`src/rtl/tft_rd_scheduler_if.sv`:
```
// -----------------------------------------------------------------------------
// tft_rd_scheduler_if
// Purpose : bundles the frame-sync, pixel-request and memory-read signals of
//           the TFT read scheduler so the block and its neighbours connect
//           through one port.
// Signals :
//   frame_start  1   vertical-sync pulse (one cycle)
//   TFT_req      1   display controller pixel request, one word per cycle
//   TFT_din      16  pixel returned the cycle after TFT_req
//   rd_req       1   memory burst read request
//   rd_addr      24  burst start word address
//   rd_ack       1   memory accepted the pending burst
//   rd_vld       1   read data word valid
//   rd_data      16  read data word
//   underflow    1   sticky: pixel requested while the FIFO was empty
// Modports: slave  = the scheduler itself
//           master = the environment (display controller + memory)
// -----------------------------------------------------------------------------
interface tft_rd_scheduler_if;
    logic        frame_start;
    logic        TFT_req;
    logic [15:0] TFT_din;
    logic        rd_req;
    logic [23:0] rd_addr;
    logic        rd_ack;
    logic        rd_vld;
    logic [15:0] rd_data;
    logic        underflow;

    modport slave (
        input  frame_start,
        input  TFT_req,
        input  rd_ack,
        input  rd_vld,
        input  rd_data,
        output TFT_din,
        output rd_req,
        output rd_addr,
        output underflow
    );

    modport master (
        output frame_start,
        output TFT_req,
        output rd_ack,
        output rd_vld,
        output rd_data,
        input  TFT_din,
        input  rd_req,
        input  rd_addr,
        input  underflow
    );
endinterface

```
`src/rtl/tft_rd_scheduler.sv`:
```
// -----------------------------------------------------------------------------
// tft_rd_scheduler
// Purpose : fetches one frame of pixels from a word-addressed frame buffer in
//           fixed-length bursts and streams them to a TFT controller through
//           a pixel FIFO. Bursts are only issued when the FIFO is guaranteed
//           room for the whole burst (FIFO occupancy + words still in flight).
// Ports   :
//   clk   1   pixel clock
//   rst   1   asynchronous active-high reset
//   bus   tft_rd_scheduler_if.slave (frame_start, TFT_req/TFT_din,
//             rd_req/rd_addr/rd_ack, rd_vld/rd_data, underflow)
// -----------------------------------------------------------------------------
module tft_rd_scheduler #(
    parameter int          H_DISP     = 480,
    parameter int          V_DISP     = 272,
    parameter int          BURST_LEN  = 32,
    parameter int          FIFO_DEPTH = 64,
    parameter logic [23:0] BASE_ADDR  = 24'h000000
) (
    input  logic                 clk,
    input  logic                 rst,
    tft_rd_scheduler_if.slave    bus
);

    localparam int AW    = $clog2(FIFO_DEPTH);
    localparam int CW    = AW + 1;                 // holds 0..FIFO_DEPTH
    localparam int TOTAL = H_DISP * V_DISP;
    localparam int WW    = $clog2(TOTAL + 1);

    localparam logic [CW-1:0] DEPTH_C = CW'(FIFO_DEPTH);
    localparam logic [CW-1:0] BURST_C = CW'(BURST_LEN);
    localparam logic [CW-1:0] ONE_C   = CW'(1);
    localparam logic [CW:0]   DEPTH_X = (CW + 1)'(FIFO_DEPTH);
    localparam logic [CW:0]   BURST_X = (CW + 1)'(BURST_LEN);
    localparam logic [WW-1:0] TOTAL_W = WW'(TOTAL);
    localparam logic [WW-1:0] BURST_W = WW'(BURST_LEN);
    localparam logic [23:0]   BURST_A = 24'(BURST_LEN);

    typedef enum logic [1:0] {
        S_IDLE,
        S_ISSUE,
        S_RECV,
        S_DONE
    } state_t;

    state_t          state_q, state_d;
    logic [23:0]     addr_q, addr_d;
    logic [CW-1:0]   out_q, out_d;          // words requested but not yet received
    logic [WW-1:0]   words_q, words_d;      // words requested so far this frame
    logic            discard_q, discard_d;  // in-flight words belong to a flushed frame
    logic            active_q, active_d;    // a frame_start has been seen since reset
    logic [AW-1:0]   wr_ptr_q, wr_ptr_d;
    logic [AW-1:0]   rd_ptr_q, rd_ptr_d;
    logic [CW-1:0]   count_q, count_d;
    logic            underflow_q, underflow_d;
    logic [15:0]     tft_din_q;

    logic [15:0]     mem_q [FIFO_DEPTH];

    logic            flush;
    logic            vld_take;
    logic            push;
    logic            pop;
    logic [CW:0]     used;
    logic            credit_ok;

    // -------------------------------------------------------------------------
    // Next-state logic
    // -------------------------------------------------------------------------
    always_comb begin
        state_d     = state_q;
        addr_d      = addr_q;
        out_d       = out_q;
        words_d     = words_q;
        discard_d   = discard_q;
        active_d    = active_q;
        wr_ptr_d    = wr_ptr_q;
        rd_ptr_d    = rd_ptr_q;
        count_d     = count_q;
        underflow_d = underflow_q;

        flush    = bus.frame_start;
        // A word is consumed from the memory whenever one is owed, even if it
        // is discarded, so the in-flight count always drains back to zero.
        vld_take = (state_q == S_RECV) && bus.rd_vld && (out_q != '0);
        push     = vld_take && !discard_q && !flush && (count_q != DEPTH_C);
        pop      = bus.TFT_req && (count_q != '0) && !flush;

        used      = {1'b0, count_q} + {1'b0, out_q};
        credit_ok = (used + BURST_X) <= DEPTH_X;

        // Pixel FIFO bookkeeping
        if (flush) begin
            wr_ptr_d = '0;
            rd_ptr_d = '0;
            count_d  = '0;
        end else begin
            if (push) begin
                wr_ptr_d = wr_ptr_q + 1'b1;
            end
            if (pop) begin
                rd_ptr_d = rd_ptr_q + 1'b1;
            end
            if (push && !pop) begin
                count_d = count_q + ONE_C;
            end else if (pop && !push) begin
                count_d = count_q - ONE_C;
            end
        end

        if (flush) begin
            underflow_d = 1'b0;
        end else if (bus.TFT_req && (count_q == '0)) begin
            underflow_d = 1'b1;
        end

        // Every frame_start restarts address and word count for the new frame.
        if (flush) begin
            addr_d   = BASE_ADDR;
            words_d  = '0;
            active_d = 1'b1;
        end

        case (state_q)
            S_IDLE: begin
                if (!flush && active_q) begin
                    if (words_q == TOTAL_W) begin
                        state_d = S_DONE;
                    end else if (credit_ok) begin
                        state_d = S_ISSUE;
                    end
                end
            end

            S_ISSUE: begin
                if (bus.rd_ack) begin
                    // The burst is committed; if the frame restarts on this
                    // same cycle its words are still owed and must be drained.
                    out_d   = out_q + BURST_C;
                    state_d = S_RECV;
                    if (flush) begin
                        discard_d = 1'b1;
                    end else begin
                        words_d = words_q + BURST_W;
                    end
                end else if (flush) begin
                    state_d = S_IDLE;
                end
            end

            S_RECV: begin
                if (flush) begin
                    discard_d = 1'b1;
                end
                if (vld_take) begin
                    out_d = out_q - ONE_C;
                    if (out_q == ONE_C) begin
                        state_d   = S_IDLE;
                        discard_d = 1'b0;
                        if (!discard_q && !flush) begin
                            addr_d = addr_q + BURST_A;
                        end
                    end
                end
            end

            S_DONE: begin
                if (flush) begin
                    state_d = S_IDLE;
                end
            end

            default: state_d = S_IDLE;
        endcase
    end

    // -------------------------------------------------------------------------
    // State registers
    // -------------------------------------------------------------------------
    always_ff @(posedge clk or posedge rst) begin
        if (rst) begin
            state_q     <= S_IDLE;
            addr_q      <= BASE_ADDR;
            out_q       <= '0;
            words_q     <= '0;
            discard_q   <= 1'b0;
            active_q    <= 1'b0;
            wr_ptr_q    <= '0;
            rd_ptr_q    <= '0;
            count_q     <= '0;
            underflow_q <= 1'b0;
            tft_din_q   <= '0;
        end else begin
            state_q     <= state_d;
            addr_q      <= addr_d;
            out_q       <= out_d;
            words_q     <= words_d;
            discard_q   <= discard_d;
            active_q    <= active_d;
            wr_ptr_q    <= wr_ptr_d;
            rd_ptr_q    <= rd_ptr_d;
            count_q     <= count_d;
            underflow_q <= underflow_d;
            // Registered read: head word appears the cycle after the pop.
            tft_din_q   <= pop ? mem_q[rd_ptr_q] : 16'h0000;
        end
    end

    // FIFO storage carries no reset so it can map onto block RAM.
    always_ff @(posedge clk) begin
        if (push) begin
            mem_q[wr_ptr_q] <= bus.rd_data;
        end
    end

    assign bus.rd_req    = (state_q == S_ISSUE);
    assign bus.rd_addr   = addr_q;
    assign bus.TFT_din   = tft_din_q;
    assign bus.underflow = underflow_q;

endmodule

```
`src/flat_wrapper.sv`:
```
// flat-port wrapper written by rule: the top's interface ports become plain ports
module tft_rd_scheduler_flat 
#(
    parameter int          H_DISP     = 480,
    parameter int          V_DISP     = 272,
    parameter int          BURST_LEN  = 32,
    parameter int          FIFO_DEPTH = 64,
    parameter logic [23:0] BASE_ADDR  = 24'h000000
)
  (clk, rst, bus_frame_start, bus_TFT_req, bus_rd_ack, bus_rd_vld, bus_rd_data, bus_TFT_din, bus_rd_req, bus_rd_addr, bus_underflow);
  tft_rd_scheduler_if bus_i ();
  input  logic clk;
  input  logic rst;
  input wire logic [$bits(bus_i.frame_start)-1:0] bus_frame_start;
  input wire logic [$bits(bus_i.TFT_req)-1:0] bus_TFT_req;
  input wire logic [$bits(bus_i.rd_ack)-1:0] bus_rd_ack;
  input wire logic [$bits(bus_i.rd_vld)-1:0] bus_rd_vld;
  input wire logic [$bits(bus_i.rd_data)-1:0] bus_rd_data;
  output wire logic [$bits(bus_i.TFT_din)-1:0] bus_TFT_din;
  output wire logic [$bits(bus_i.rd_req)-1:0] bus_rd_req;
  output wire logic [$bits(bus_i.rd_addr)-1:0] bus_rd_addr;
  output wire logic [$bits(bus_i.underflow)-1:0] bus_underflow;
  assign bus_i.frame_start = bus_frame_start;
  assign bus_i.TFT_req = bus_TFT_req;
  assign bus_i.rd_ack = bus_rd_ack;
  assign bus_i.rd_vld = bus_rd_vld;
  assign bus_i.rd_data = bus_rd_data;
  assign bus_TFT_din = bus_i.TFT_din;
  assign bus_rd_req = bus_i.rd_req;
  assign bus_rd_addr = bus_i.rd_addr;
  assign bus_underflow = bus_i.underflow;
  tft_rd_scheduler #(.H_DISP(H_DISP), .V_DISP(V_DISP), .BURST_LEN(BURST_LEN), .FIFO_DEPTH(FIFO_DEPTH), .BASE_ADDR(BASE_ADDR)) u_core (.clk(clk), .rst(rst), .bus(bus_i));
endmodule
```
`config.mk`:
```
export PLATFORM = sky130hd
export DESIGN_NAME = tft_rd_scheduler_flat
export DESIGN_NICKNAME = d
export VERILOG_FILES = /design/src/rtl/tft_rd_scheduler_if.sv /design/src/rtl/tft_rd_scheduler.sv /design/src/flat_wrapper.sv
export SDC_FILE = /design/constraint.sdc
export NUM_CORES = 1
export LEC_CHECK = 0
export BUFFER_PORTS_ARGS = -buffer_cell sky130_fd_sc_hd__buf_2
export CORE_UTILIZATION = 55
export CTS_CLUSTER_SIZE = 28
export DETAILED_ROUTE_END_ITERATION = 8
export GPL_TIMING_DRIVEN = 1
export MAX_ROUTING_LAYER = met4
export PLACE_DENSITY = 0.74
export SLEW_MARGIN = 0
export SYNTH_ARGS = -nofsm -noshare
export SYNTH_HDL_FRONTEND = slang
export SYNTH_SLANG_ARGS = --single-unit
```
`constraint.sdc`:
```
create_clock -name clk -period 2.8 [get_ports clk]
set_clock_uncertainty 0.1 [all_clocks]
set_input_delay 0.14 -clock clk [delete_from_list [all_inputs] [get_ports clk]]
set_output_delay 0.14 -clock clk [all_outputs]
set_load 0.1 [all_outputs]
```
==> results of run 1 <==
[stage by stage]
step                utilization (%)  hold slack (ns)  instances  setup slack (ns)  cell area, um^2
floorplan                         -            0.139       2237            -0.197            43600
global placement               60.7            0.170       3444            -0.177            47300
detailed placement             60.7            0.191       3444            -0.201            47300
CTS                            65.6           0.0297       3665           -0.0946            51100
global route                   65.8           0.0434       3670            -0.327            51200
finish                         65.8          0.00235       3670            -0.233            51200
[layout make-up]
cell class | count | share of cell area (%)
flip-flops and latches | 1112 | 64.4
multi-input cells | 982 | 19.9
repair buffers | 318 | 6.25
diodes | 1 | 0.00489
clock inverters | 63 | 1.18
clock buffers | 135 | 5.64
inverters | 19 | 0.147
well taps | 1040 | 2.54
[layer usage]
metal / share of wire, % / routed length (um) / GRT usage [%] / up-vias
met4: 3.8 / 4130 / 9.80 / 0
met5: 0 / 0 / - / -
met2: 49 / 52600 / 43.3 / 1337
met3: 8.8 / 9460 / 3.83 / 233
li1: - / - / - / 9709
met1: 39 / 41500 / 37.9 / 12200
[repair_timing]
item / CTS / global route
hold buffers: 17 / 0
buffers inserted: 6 / 5
resized for setup: 18 / 21
setup endpoints to repair: 3 / 372
cloned: 0 / 0
endpoints found under the hold margin: 452 / 0
pin swaps: 13 / 14
[critical path: stages, from the launching register on]
cell and delay (ns):
dfrtp_1 0.38, or4_4 0.59, o41ai_4 0.28, nand2_2 0.16, buf_6 0.16, buf_4 0.13, ha_4 0.16, a21oi_4 0.15
nand2_2 0.11, a31oi_2 0.19, xor2_1 0.17, nor2_1 0.05, mux2_4 0.28
[worst paths after layout]
check | endpoint | slack (ns) | cells past startpoint | from
worst max-delay path | u_core.count_q[5]$_DFFE_PP0P_ | -0.23 | 12 | u_core.count_q[0]$_DFFE_PP0P_
worst min-delay path | u_core.bus.rd_addr[23]$_DFF_PP0_ | 0.002 | 4 | rst
worst max register to register | u_core.count_q[5]$_DFFE_PP0P_ | -0.23 | 12 | u_core.count_q[0]$_DFFE_PP0P_
worst min register to register | u_core.bus.rd_addr[1]$_DFFE_PP0P_ | 0.40 | 1 | u_core.bus.rd_addr[1]$_DFFE_PP0P_
max in group asynchronous | u_core.rd_ptr_q[2]$_DFFE_PP0P_ | 2.12 | 4 | rst
min in group clk | u_core.mem_q[44][6]$_DFFE_PP_ | 0.03 | 1 | bus_rd_data[6]
[power by group]
group	switching, W	total, W	leakage, nW	internal, W
Combinational	0.00368	0.00677	4.82	0.00309
Sequential	0.000211	0.0185	10.4	0.0183
Clock	0.00609	0.0143	1.71	0.00822
[cell families (layout without fill, tap and decap cells)]
group	Yosys count	in the layout
adders and majority gates	28	28
DFF	1112	1112
muxes	346	346
xor gates and xnor gates	49	49
other	0	1
AOI/OAI and AO/OA	285	285
and+or+nand+nor	274	274
buffers and inverters	143	535
[flip-flops by register name, indices dropped and copies added, names as in the netlist]
| register | flops |
|---|---|
| u_core.bus.underflow | 1 |
| u_core.wr_ptr_q | 6 |
| u_core.bus.rd_addr | 24 |
| u_core.words_q | 17 |
| u_core.mem_q | 1024 |
| u_core.rd_ptr_q | 6 |
| u_core.discard_q | 1 |
| u_core.active_q | 1 |
| u_core.state_q | 2 |
| u_core.count_q | 7 |
| u_core.out_q | 7 |
| u_core.bus.TFT_din | 16 |
[cells in the final DEF (no fill, tap or decap), types with 10 or more instances in the layout]
cell	instances
dfrtp_1	84
clkinv_2	26
a22oi_1	49
mux4_2	192
inv_1	17
clkinv_1	18
dlygate4sd3_1	17
o221ai_1	32
xnor2_1	14
ha_1	20
o22ai_1	33
a21oi_1	70
nor2_1	109
a211oi_1	31
buf_2	63
nand2_1	48
nand3_1	13
nor2b_1	18
edfxtp_1	1024
buf_12	73
nor2_2	14
mux2i_1	148
bufinv_16	10
buf_4	161
clkbuf_1	22
clkbuf_16	111
xor2_1	34
a22o_1	16
o21ai_0	23
==> impl_metrics.env, run 1 <==
export IMPL_synth_common_cells="edfxtp_1 (1024), mux4_2 (192), mux2i_1 (148)"
export IMPL_root_buffer="clkbuf_16"
export IMPL_postRouteAntennaNets=0
export IMPL_period_share_pct=108
export IMPL_p_leak_nw=16.9
export IMPL_dieWidth_um=283
export IMPL_crit_arrival_ns=3.47
export IMPL_clk_path_buf_depth=3
export IMPL_synthCells=2237
export IMPL_numCtsBuffers=107
export IMPL_synthToLayoutAreaGrowth_pct=17.6
export IMPL_yosys_warnings=0
export IMPL_wire_per_inst_um=29.3
export IMPL_crit_path_start_kind="flop"
export IMPL_synth_avg_cell_area_um2=19.5
export IMPL_finalSetupTns_ns=-0.822
export IMPL_htreeDepth=3
export IMPL_syn_nets=2287
export IMPL_vias=23400
export IMPL_synth_edf_count=1024
export IMPL_max_vdd_ir_drop_mv=0.509
export IMPL_critPathMaxFanout=3
export IMPL_chipHeight_um=283
export IMPL_path_clk_slew_ns=0.06
export IMPL_io_pin_count=64
export IMPL_synth_compound_area_share_pct=4.54
export IMPL_grt_pass1_vias=23400
export IMPL_firstDrtPassIters=6
export IMPL_netlist_area_um2=43500
export IMPL_grt_max_degree=89
export IMPL_viasPerCell=6.39
export IMPL_cp_end_kind="flop"
export IMPL_required_ns=3.24
export IMPL_synth_top_family_by_area="multiplexers"
export IMPL_async_reset_ff_share_pct=7.91
export IMPL_setup_violations_final=33
export IMPL_fin_ws_ns=-0.233
export IMPL_initial_utilization_pct=55.9
export IMPL_synth_xor_area_share_pct=0.986
export IMPL_insertion_delay_ns=0.68
export IMPL_synth_mux_area_share_pct=13.5
export IMPL_drc_errors=0
export IMPL_power_w=0.0396
export IMPL_hold_viol_final=0
export IMPL_rsz0062_at_grt="yes"
export IMPL_synth_adder_area_share_pct=0.839
export IMPL_yosys_area_top_type_share_pct=70.6
export IMPL_synth_most_common_cell="edfxtp_1"
export IMPL_area_sequential_um2=33000
export IMPL_cts_tree="yes"
export IMPL_finalCriticalPeriod_ns=3.03
export IMPL_hp_class="in -> async"
export IMPL_drt_iter0_drc=2775
export IMPL_synth_ff_type="edfxtp_1"
export IMPL_wirelength_um=108000
export IMPL_place_hpwl_um=67500
export IMPL_grt_first_pass_wirelength_um=157000
export IMPL_antenna_found_initial=1
export IMPL_violations="setup timing"
export IMPL_final_max_slew_viol_count=0
export IMPL_yosysTopAreaCell="edfxtp_1"
export IMPL_multi_input_area_um2=10200
export IMPL_core_um2=77800
export IMPL_layout_drive_gt1_share_pct=27.3
export IMPL_die_area_um2=80300
export IMPL_io_buffers=63
export IMPL_rows=102
export IMPL_gp_congestion=0.921
export IMPL_yosys_top_cells_area="edfxtp_1 (71%), mux4_2 (9.9%), dfrtp_1 (5.1%)"
export IMPL_num_fill_cells=4981
export IMPL_max_freq_mhz=330
export IMPL_powerDensity_nw_per_um2=773
export IMPL_slew_headroom_pct=40.7
export IMPL_synth_cell_type_count=60
export IMPL_grt_overflow=0
export IMPL_grtUsageTotal_pct=27.7
export IMPL_cap_violations=0
export IMPL_synth_simple_area_share_pct=3.02
export IMPL_crit_type="reg -> reg"
export IMPL_outcome="finished, violations left"
export IMPL_yosysSeqAreaShare_pct=75.7
export IMPL_ys_ff_latch=1112
export IMPL_clkSinkCount=1112
export IMPL_layout_nets=2590
export IMPL_worst_pin_slew_ns=0.889
Note: power is estimated with default switching activity, not from simulation.
==> inputs of run 2 (changes only) <==
--- a/config.mk
+++ b/config.mk
@@ -11,7 +11,7 @@
 export DETAILED_ROUTE_END_ITERATION = 8
 export GPL_TIMING_DRIVEN = 1
 export MAX_ROUTING_LAYER = met4
-export PLACE_DENSITY = 0.74
+export PLACE_DENSITY = 0.71
 export SLEW_MARGIN = 0
 export SYNTH_ARGS = -nofsm -noshare
 export SYNTH_HDL_FRONTEND = slang
==> constraint.sdc (replaced) <==
create_clock -name clk -period 3 [get_ports clk]
set_clock_uncertainty 0.1 [all_clocks]
set_input_delay 0.15 -clock clk [delete_from_list [all_inputs] [get_ports clk]]
set_output_delay 0.15 -clock clk [all_outputs]
set_load 0.1 [all_outputs]
==> run 2 against run 1 <==
Against the previous run: global-route usage shrank 0.98 points; sequential share of layout area grew 1.2 points; sequential cell count is the same; worst hold slack gained 0.044 ns; register-to-register slack gained 0.32 ns; worst setup slack gained 0.32 ns; the run now ends clean; critical path depth shrank 1; via count shrank 3.1%.
==> impl_metrics.env, run 2 (same netlist as run 1, synthesis figures left out) <==
export IMPL_outcome="finished, final reports clean"
export IMPL_die_area_um2=80300
export IMPL_initial_utilization_pct=55.9
export IMPL_dieWidth_um=283
export IMPL_highest_layer="met4"
export IMPL_htreeDepth=3
export IMPL_gp_congestion=0.872
export IMPL_final_cell_mix="edfxtp_1 (1024), mux4_2 (192), buf_4 (183)"
export IMPL_powerDensity_nw_per_um2=732
export IMPL_crit_chain="or4_4 > o41ai_4 > nand2_2 > buf_12 > ha_4 > nor2b_2 > nor3_2 > o21bai_1 > a21oi_2 > mux2i_1 > o211ai_1"
export IMPL_hp_class="in -> reg"
export IMPL_insertion_delay_ns=0.67
export IMPL_layout_nets=2558
export IMPL_largest_reg_flops=1024
export IMPL_r2r_end="u_core.count_q[6]$_DFFE_PP0P_"
export IMPL_rsz0062_at_grt="yes"
export IMPL_cpPeakStageDelay_ns=0.58
export IMPL_slowest_stage="or4_4"
export IMPL_numCtsBuffers=109
export IMPL_cts_tree="yes"
export IMPL_grt_overflow=0
export IMPL_io_buffers=63
export IMPL_fin_ws_ns=0.0895
export IMPL_firstDrtPassIters=5
export IMPL_hold_depth=1
export IMPL_max_freq_mhz=344
export IMPL_viasPerCell=6.24
export IMPL_vias=22700
export IMPL_postRouteAntennaNets=0
export IMPL_cap_violations=0
export IMPL_grt_max_degree=69
export IMPL_place_hpwl_um=64300
export IMPL_rrSetupSlack_ns=0.09
export IMPL_dr_wl_met2_um=49500
export IMPL_drc_errors=0
export IMPL_final_common_cell="edfxtp_1"
export IMPL_critPathMaxFanout=5
export IMPL_chipHeight_um=283
export IMPL_worstHoldEndpoint="u_core.mem_q[36][0]$_DFFE_PP_"
export IMPL_power_w=0.0368
export IMPL_p_leak_nw=16.6
export IMPL_met3_length_um=8900
export IMPL_antenna_found_initial=2
export IMPL_clkSinkCount=1112
export IMPL_max_vdd_ir_drop_mv=0.501
export IMPL_final_max_slew_viol_count=0
export IMPL_pre_cts_ws_ns=-0.184
export IMPL_min_delay_start="bus_rd_data[0]"
export IMPL_rows=102
export IMPL_crit_path_start_kind="flop"
export IMPL_grtUsageTotal_pct=26.7
export IMPL_synthToLayoutAreaGrowth_pct=15.4
export IMPL_crit_arrival_ns=3.33
export IMPL_grt_pass1_vias=23000
export IMPL_wire_per_inst_um=28.2
export IMPL_setup_violations_final=0
export IMPL_core_um2=77800
export IMPL_path_clk_slew_ns=0.06
export IMPL_hold_viol_final=0
export IMPL_met1Wirelength_um=40700
export IMPL_layout_drive_gt1_share_pct=25.4
export IMPL_r2r_start="u_core.count_q[0]$_DFFE_PP0P_"
export IMPL_slew_headroom_pct=29.6
export IMPL_grt_first_pass_wirelength_um=152000
export IMPL_io_pin_count=64
export IMPL_finalCriticalPeriod_ns=2.91
export IMPL_period_share_pct=97.0
export IMPL_clk_path_buf_depth=3
export IMPL_ff2ff_path_depth=11
export IMPL_drt_iter0_drc=2480
export IMPL_wirelength_um=103000
export IMPL_largest_register="u_core.mem_q"
export IMPL_worst_pin_slew_ns=1.06
export IMPL_required_ns=3.42
export IMPL_crit_type="reg -> reg"
export IMPL_root_buffer="clkbuf_16"
export IMPL_cp_end_kind="flop"
[run 2: what timing repair did]
item,CTS,global route
pin swaps,0,1
endpoints found under the hold margin,255,0
hold buffers,13,0
resized for setup,3,15
setup endpoints to repair,23,162
setup buffers,0,2
[run 2: metal layers]
layer | GRT usage, % | vias up
met5 | - | -
met4 | 9.50 | 0
met3 | 5.35 | 176
met2 | 40.9 | 1017
met1 | 36.2 | 11900
li1 | - | 9642
[run 2: critical path: cells and delay by family (launching register included)]
kind / cells / cell delay, ns
AND/OR/NAND/NOR: 4 / 1.00
AO/OA/AOI/OAI: 4 / 0.71
flip-flops: 1 / 0.37
adder cells (fa/ha/maj): 1 / 0.22
multiplexers: 1 / 0.20
buffers and inverters: 1 / 0.16
[run 2: area by class of cell]
type | instances | area, um^2
antenna | 1 | 2.50
clock buffer | 149 | 3020
clock inverter | 52 | 568
fill | 5212 | 27600
inverter | 19 | 73.8
multi-input combinational | 982 | 10000
sequential | 1112 | 33000
tap | 1040 | 1300
timing repair buffer | 284 | 2270
[run 2: through the flow]
step                utilization [%]  cell area (um^2)  hold slack (ns)  std cells  setup TNS, ns
floorplan                         -             43500            0.149       2237              0
global placement               59.6             46400            0.242       3422          -1.03
detailed placement             59.6             46400            0.236       3422          -2.15
CTS                            64.4             50100           0.0298       3636              0
global route                   64.5             50200           0.0569       3639         -0.211
finish                         64.5             50200           0.0466       3639              0
[run 2: how the worst max path moves through the flow]
stage | to | slack, ns | depth (start not counted) | startpoint
CTS | u_core.mem_q[20][13]$_DFFE_PP_ | 0.008 | 8 | u_core.state_q[0]$_DFFE_PP0P_
global placement | u_core.mem_q[16][13]$_DFFE_PP_ | -0.10 | 10 | u_core.out_q[0]$_DFFE_PP0P_
finish | u_core.count_q[6]$_DFFE_PP0P_ | 0.09 | 11 | u_core.count_q[0]$_DFFE_PP0P_
global route | u_core.count_q[6]$_DFFE_PP0P_ | -0.02 | 11 | u_core.count_q[0]$_DFFE_PP0P_
detailed placement | u_core.mem_q[16][14]$_DFFE_PP_ | -0.18 | 10 | u_core.out_q[0]$_DFFE_PP0P_
floorplan | u_core.mem_q[28][0]$_DFFE_PP_ | 0.003 | 7 | u_core.state_q[0]$_DFFE_PP0P_
[run 2: power breakdown]
part	switching (W)	internal [W]
combinational	0.00319	0.00270
clock	0.00567	0.00798
sequential	0.000141	0.0171
total	0.00900	0.0278
==> inputs of run 3 (changes only) <==
--- a/config.mk
+++ b/config.mk
@@ -6,6 +6,7 @@
 export NUM_CORES = 1
 export LEC_CHECK = 0
 export BUFFER_PORTS_ARGS = -buffer_cell sky130_fd_sc_hd__buf_2
+export CORE_MARGIN = 2
 export CORE_UTILIZATION = 55
 export CTS_CLUSTER_SIZE = 28
 export DETAILED_ROUTE_END_ITERATION = 8
==> run 3 against run 2 <==
Against the previous run: the run now ends with setup timing left; design area is 0.37% higher; global-route usage increased by 0.81 points; cell count up 0.69%; clock power is essentially flat; sequential share of layout area down 0.24 points.
==> impl_metrics.env, run 3 (same netlist as run 1, synthesis figures left out) <==
export IMPL_dpl_instance_area_um2=46600
export IMPL_slew_headroom_pct=13.4
export IMPL_worstPathBufferInverterCount=1
export IMPL_outcome="finished, violations left"
export IMPL_wirelength_um=107000
export IMPL_cp_end_kind="flop"
export IMPL_powerDensity_nw_per_um2=731
export IMPL_postRouteAntennaNets=0
export IMPL_layout_drive_gt1_share_pct=25.6
export IMPL_io_buffers=63
export IMPL_largest_reg_flops=1024
export IMPL_rsz0062_at_grt="yes"
export IMPL_setup_violations_final=1
export IMPL_die_area_um2=81400
export IMPL_io_pin_count=64
export IMPL_fin_ws_ns=-0.0226
export IMPL_slowest_stage="or4_4"
export IMPL_drc_errors=0
export IMPL_cpPeakStageDelay_ns=0.58
export IMPL_cts_tree="yes"
export IMPL_chipHeight_um=285
export IMPL_crit_path_start_kind="flop"
export IMPL_critPathMaxFanout=7
export IMPL_worst_hold_slack_ns=0.0399
export IMPL_htreeDepth=3
export IMPL_required_ns=3.44
export IMPL_final_max_slew_viol_count=0
export IMPL_final_common_cell="edfxtp_1"
export IMPL_antenna_found_initial=3
export IMPL_layout_cells_non_filler=3664
export IMPL_final_area_um2=50400
export IMPL_grt_max_degree=65
export IMPL_firstDrtPassIters=5
export IMPL_period_share_pct=101
export IMPL_clk_path_buf_depth=3
export IMPL_crit_arrival_ns=3.47
export IMPL_layout_nets=2569
export IMPL_place_hpwl_um=66900
export IMPL_gp_congestion=0.968
export IMPL_finalCriticalPeriod_ns=3.02
export IMPL_largest_register="u_core.mem_q"
export IMPL_grtUsageTotal_pct=27.5
export IMPL_hp_class="in -> reg"
export IMPL_crit_type="reg -> reg"
export IMPL_grt_overflow=0
export IMPL_path_clk_slew_ns=0.06
export IMPL_max_vdd_ir_drop_mv=0.519
export IMPL_violations="setup timing"
export IMPL_hold_viol_final=0
export IMPL_core_um2=78600
export IMPL_initial_utilization_pct=55.4
export IMPL_drt_iter0_drc=3100
export IMPL_vias=23200
export IMPL_path_delay_family="simple AND/OR/NAND/NOR gates"
export IMPL_numCtsBuffers=110
export IMPL_worst_pin_slew_ns=1.30
export IMPL_dieWidth_um=285
export IMPL_root_buffer="clkbuf_16"
export IMPL_cap_violations=0
export IMPL_grt_pass1_vias=23300
export IMPL_viasPerCell=6.34
export IMPL_p_leak_nw=16.7
export IMPL_wire_per_inst_um=29.2
export IMPL_grt_first_pass_wirelength_um=158000
export IMPL_rows=103
export IMPL_final_cell_mix="edfxtp_1 (1024), mux4_2 (192), buf_4 (185)"
export IMPL_insertion_delay_ns=0.68
export IMPL_crit_chain="or4_4 > o41ai_4 > nand2_2 > buf_4 > ha_1 > nand3_1 > nand2_1 > a31oi_1 > xor2_1 > nor2_1 > mux2_1"
export IMPL_dp_cells=3441
export IMPL_utilization_pct=64.1
export IMPL_synthToLayoutAreaGrowth_pct=15.8
export IMPL_max_freq_mhz=331
export IMPL_clkSinkCount=1112
export IMPL_num_fill_cells=5271
## run 3: worst paths after layout
kind                                                          end  depth (start not counted)  slack (ns)                               from
worst max-delay path                u_core.count_q[5]$_DFFE_PP0P_                         11       -0.02      u_core.count_q[4]$_DFFE_PP0P_
worst min-delay path                u_core.mem_q[35][9]$_DFFE_PP_                          1        0.04                     bus_rd_data[9]
worst max register to register      u_core.count_q[5]$_DFFE_PP0P_                         11       -0.02      u_core.count_q[4]$_DFFE_PP0P_
worst min register to register  u_core.bus.rd_addr[2]$_DFFE_PP0P_                          1        0.40  u_core.bus.rd_addr[2]$_DFFE_PP0P_
max in group asynchronous         u_core.bus.rd_addr[8]$_DFF_PP0_                          4        2.10                                rst
min in group asynchronous        u_core.bus.rd_addr[13]$_DFF_PP0_                          3        0.06                                rst
## run 3: metrics by stage
stage                     setup TNS [ns]  power [W]  setup slack [ns]
final                            -0.0226     0.0368           -0.0226
after global routing               -5.57     0.0380           -0.0837
after CTS                              0     0.0369            0.0292
after detailed placement        -0.00265     0.0235          -0.00265
after global placement                 0     0.0234            0.0783
after floorplan                        0     0.0215           0.00339
## run 3: report_power, final
group | total (W) | internal (W) | leakage [nW] | switching [W]
Clock | 0.0135 | 0.00777 | 1.74 | 0.00576
Combinational | 0.00606 | 0.00272 | 4.55 | 0.00333
Sequential | 0.0173 | 0.0171 | 10.4 | 0.000184
## run 3: layout make-up
| cell class | instances | area, um^2 | share of cell area (%) |
|---|---|---|---|
| inverters | 19 | 73.8 | 0.146 |
| flip-flops and latches | 1112 | 33000 | 65.4 |
| well taps | 1050 | 1310 | 2.61 |
| diodes | 3 | 7.51 | 0.0149 |
| multi-input cells | 982 | 10000 | 19.9 |
| repair buffers | 294 | 2480 | 4.91 |
| clock buffers | 140 | 2970 | 5.88 |
| clock inverters | 64 | 588 | 1.17 |
## run 3: repair_timing
item / CTS / global route
buffers inserted: 0 / 2
hold buffers: 14 / 0
endpoints found under the setup margin: 1 / 127
pin swaps: 0 / 11
endpoints found under the hold margin: 248 / 0
gates resized for setup: 1 / 13
## run 3: routing by layer
| layer | GRT usage [%] | wire length, um | share of wire, % |
|---|---|---|---|
| met1 | 38.5 | 42100 | 39 |
| met2 | 41.6 | 51200 | 48 |
| met3 | 4.66 | 9950 | 9.3 |
| met4 | 9.65 | 3860 | 3.6 |
| met5 | - | 0 | 0 |
